## config.mk

```make
export PLATFORM = sky130hd
export DESIGN_NAME = serial_addsub
export DESIGN_NICKNAME = d
export VERILOG_FILES = /design/src/rtl/serial_addsub.sv
export SDC_FILE = /design/constraint.sdc
export NUM_CORES = 1
export LEC_CHECK = 0
export BUFFER_PORTS_ARGS = -buffer_cell sky130_fd_sc_hd__buf_4
export CAP_MARGIN = 25
export CORE_MARGIN = 3
export CORE_UTILIZATION = 55
export CTS_BUF_LIST = sky130_fd_sc_hd__clkbuf_2 sky130_fd_sc_hd__clkbuf_4 sky130_fd_sc_hd__clkbuf_8
export DETAILED_ROUTE_END_ITERATION = 12
export GPL_TIMING_DRIVEN = 0
export PLACE_DENSITY = 0.92
export SETUP_SLACK_MARGIN = 0.4
export SLEW_MARGIN = 20
export SYNTH_ARGS = -nofsm -noshare
export SYNTH_HDL_FRONTEND = slang
export SYNTH_SLANG_ARGS = --single-unit
export TNS_END_PERCENT = 1
```

## constraint.sdc

```tcl
create_clock -name clk -period 1.9 [get_ports clk]
set_clock_uncertainty 0.2 [all_clocks]
set_input_delay 0.095 -clock clk [delete_from_list [all_inputs] [get_ports clk]]
set_output_delay 0.095 -clock clk [all_outputs]
set_load 0.01 [all_outputs]
```

## src/rtl/serial_addsub.sv

```systemverilog
// Bit-serial WIDTH-bit adder/subtractor built around a single full-adder slice.
// Operands stream LSB-first, one bit per clock, with a registered carry between bits.

module fulladder (
  input  logic A,
  input  logic B,
  input  logic Cin,
  output logic Sum,
  output logic Cout
);

  assign Sum  = A ^ B ^ Cin;
  assign Cout = (A & B) | (Cin & (A ^ B));

endmodule

module serial_addsub #(
  parameter int unsigned WIDTH = 8
) (
  input  logic             clk,
  input  logic             rst_n,
  input  logic             Start,
  input  logic             Sub,
  input  logic [WIDTH-1:0] A,
  input  logic [WIDTH-1:0] B,
  output logic [WIDTH-1:0] Result,
  output logic             Cout,
  output logic             Overflow,
  output logic             Busy,
  output logic             Done
);

  localparam int unsigned CNT_W = $clog2(WIDTH);
  localparam logic [CNT_W-1:0] LAST_BIT = CNT_W'(WIDTH - 1);

  typedef enum logic [1:0] {
    IDLE  = 2'd0,
    SHIFT = 2'd1,
    DONE  = 2'd2
  } state_t;

  state_t           state;
  logic [WIDTH-1:0] a_sh;
  logic [WIDTH-1:0] b_sh;
  logic             carry;
  logic [CNT_W-1:0] cnt;

  logic             slice_sum;
  logic             slice_cout;

  // One bit of the operation per clock; carry is closed through the carry register.
  fulladder u_slice (
    .A    (a_sh[0]),
    .B    (b_sh[0]),
    .Cin  (carry),
    .Sum  (slice_sum),
    .Cout (slice_cout)
  );

  // Sequencer: loads on Start, shifts WIDTH bits, then pulses Done for one cycle.
  always_ff @(posedge clk) begin
    if (!rst_n) begin
      state    <= IDLE;
      a_sh     <= '0;
      b_sh     <= '0;
      carry    <= 1'b0;
      cnt      <= '0;
      Result   <= '0;
      Cout     <= 1'b0;
      Overflow <= 1'b0;
      Busy     <= 1'b0;
      Done     <= 1'b0;
    end else begin
      case (state)
        IDLE: begin
          Done <= 1'b0;
          Busy <= 1'b0;
          if (Start) begin
            // Subtraction is A + ~B + 1: invert B and seed the carry with Sub.
            a_sh     <= A;
            b_sh     <= B ^ {WIDTH{Sub}};
            carry    <= Sub;
            cnt      <= '0;
            Result   <= '0;
            Cout     <= 1'b0;
            Overflow <= 1'b0;
            Busy     <= 1'b1;
            state    <= SHIFT;
          end
        end

        SHIFT: begin
          Result <= {slice_sum, Result[WIDTH-1:1]};
          a_sh   <= {1'b0, a_sh[WIDTH-1:1]};
          b_sh   <= {1'b0, b_sh[WIDTH-1:1]};
          carry  <= slice_cout;
          cnt    <= cnt + CNT_W'(1);
          if (cnt == LAST_BIT) begin
            // carry holds the carry into the MSB at this point.
            Cout     <= slice_cout;
            Overflow <= carry ^ slice_cout;
            Done     <= 1'b1;
            state    <= DONE;
          end
        end

        DONE: begin
          Done  <= 1'b0;
          Busy  <= 1'b0;
          state <= IDLE;
        end

        default: begin
          Done  <= 1'b0;
          Busy  <= 1'b0;
          state <= IDLE;
        end
      endcase
    end
  end

endmodule

```

==> summary.txt <==
Status
  • Status: complete, no violations

GRT
  • Total gr overflow: 0
  • First-pass GRT wire length: approximately 6200 um
  • Met3 GRT Util: 7.69%
  • GRT met1 Usage: 27.9%
  • GR peak layer: met2
  • Largest net degree at the start of global routing: 11
  • Initial antenna violation count: 0
  • Vias in the first global route: 1368
  • Total GRT Usage: 25.0%
  • Met2 usage: 42.4%

Die
  • Std-Cell Rows: 17
  • DIE HEIGHT: between 50 and 60 um
  • Die Width: approximately 57 um
  • Core Area: 2340 um2
  • Initial Util: 61.1%
  • Die Area: 3250 um2
  • # IOs: 32

Pwr
  • PD cells: 734 nW/um2
  • LEAKAGE: between 0.8 and 0.9 nW
  • Max IR drop VDD: a little under 0.7 mV

Layout
  • Post-route design area: ~2000 um2
  • Most frequent cells in the layout: buf_4, dfxtp_1, dlygate4sd3_1, nand2_1, a21oi_1
  • Area Overhead vs Synth: 37.8%
  • Final Core Density: 84.2%
  • Diodes inserted: 0
  • Most common cell after layout, fill and taps aside: buf_4
  • Ratio of cells with drive above 1 in the final layout: 29.8%
  • Final #Nets: roughly 230

Drt
  • Routed via count: 1306
  • Drt drc: 0
  • WL/cell: 16.0 um
  • Remaining antenna violation count: 0
  • Final wirelength: approximately 3700 um
  • Vias per cell: between 5 and 6
  • Pre-antenna DRT Iters: 6
  • DRT iter0 DRCs: 27

Timing
  • Setup TNS Final: 0 ns
  • Hold violation count in the final report: 0
  • Max Fclk: approximately 0.65 GHz
  • Final setup fails: 0
  • Max-slew violation count: 0
  • Worst Tran Pin Value: 0.390 ns
  • Final min period: around 1.5 ns
  • Max-slew headroom: 73.8%
  • RSZ-0062 raised after global routing: true
  • Fin crit share: about 81%

Hold path
  • Worst Hold Launch: Start
  • Hold Crit Class: in -> reg

Worst setup path
  • Crit-path max FO: 7
  • CP Launch Type: flip-flop
  • Worst path required time: 1.94 ns
  • Reg2Reg Launch Point: state[1]
  • Crit path launch: state[1]
  • Worst Path Arrival: 1.58 ns
  • Critical path capture point type: flip-flop
  • Kind of critical path: reg -> reg

Clock tree
  • Num CTS Buffers: 5
  • CTS Root Cell: clkbuf_4
  • Clock Sinks: 34
  • Clock-pin slew on the worst setup and hold paths: 0.10 ns
  • TritonCTS clock tree: built
  • CTS max path bufs: 2
  • Htree depth: 2
  • Worst skew pair latency: around 0.34 ns

Synth
  • Top-area cell type share of the netlist area: 47.6%
  • Top cell type by total area after synthesis: dfxtp_1
  • Syn_area_per_cell: between 9 and 10 um2
  • Synth area leaders: dfxtp_1, a21oi_1, a221o_1, a22o_1, xnor2_1
  • Synth cell types: 28
  • Cell area after synthesis: 1430 um2
  • Synth warn: 0
  • Syn Inst Count: 146
  • Post-Syn Nets: 169
  • Register bit total from synthesis: 34
  • Register area share after synthesis: 47.6%

Place
  • Dpl hpwl: between 2000 and 2500 um
  • IO buf count: 30
  • Post-DP Area: 1690 um2
  • Gp weighted congestion: 0.783

Run
  • Max Cap Viol: 0
## area by class of cell
cell class	instances	area, um2
clock inverters	2	10.0
flip-flops and latches	34	687
well taps	28	35.0
fillers	146	369
plain buffers	12	80.1
clock buffers	5	37.5
repair buffers	52	435
multi-input cells	100	686
## synthesized netlist by cell type
cell type	n
and3b_1	1
ha_1	2
a21oi_1	15
o221a_2	1
nor2b_1	5
and2_4	1
and2_1	2
a22o_1	8
mux2i_1	4
o21bai_4	1
dfxtp_1	34
nor3_1	1
o21ba_2	1
buf_2	6
fa_1	1
o21ai_0	8
nor2_1	11
clkbuf_1	3
buf_6	2
buf_4	1
nand2b_1	1
nand4bb_1	1
xor2_1	2
nand2_1	15
xnor2_1	7
a221o_1	7
and2b_1	1
a22oi_1	4
## through the flow
step	instances	hold slack [ns]	total power [mW]	setup WS (ns)
after floorplan	146	0.0205	0.955	0.406
after global placement	204	0.117	1.02	0.340
after detailed placement	204	0.121	1.03	0.311
after CTS	233	0.00778	1.44	0.377
after global routing	233	0.0118	1.52	0.291
final	233	0.0221	1.45	0.353
## cell families (layout without fill, tap and decap cells)
logic type | Yosys count | after routing | synth area share (%)
AND/OR/NAND/NOR | 39 | 39 | 13.2
buffers and inverters | 12 | 71 | 4.99
adder cells (fa/ha/maj) | 3 | 3 | 3.15
XOR/XNOR | 9 | 9 | 5.51
multiplexers | 4 | 4 | 2.80
flip-flops | 34 | 34 | 47.6
AO/OA/AOI/OAI | 45 | 45 | 22.7
## timing repair
item,4_1_cts,5_1_grt
pin swaps,1,0
hold endpoints to repair,18,0
gates cloned,1,0
setup endpoints to repair,18,23
gates resized for setup,9,3
setup buffers,2,0
hold buffers,19,0
## worst max-delay path, cell delays in order, from the launching register on
cell      delay (ns)
dfxtp_4         0.37
o21bai_4        0.17
and2_4          0.16
buf_6           0.12
buf_6           0.12
a221o_1         0.29
## worst paths after layout
kind / end / slack (ns) / cells past startpoint
max reg2reg: b_sh[6] / 0.35 / 5
min reg2reg: Overflow / 0.26 / 2
min: Result[5] / 0.02 / 4
max: b_sh[6] / 0.35 / 5
## where the power goes
part           internal (mW)  switching (mW)  total, mW
clock network          0.133           0.241      0.374
logic                  0.151           0.132      0.283
registers              0.758          0.0308      0.788
## registers in the layout (all words and copies together) (netlist names)
register  flops
carry         1
Busy          1
Done          1
state         2
b_sh          8
Cout          1
a_sh          8
Overflow      1
Result        8
cnt           3
## per-layer routing
layer | wire length [um] | vias up
met5 | 0 | -
met4 | 107 | 0
met3 | 194 | 12
met2 | 1930 | 47
met1 | 1500 | 615
li1 | - | 632
(Power assumes the default switching activity.)
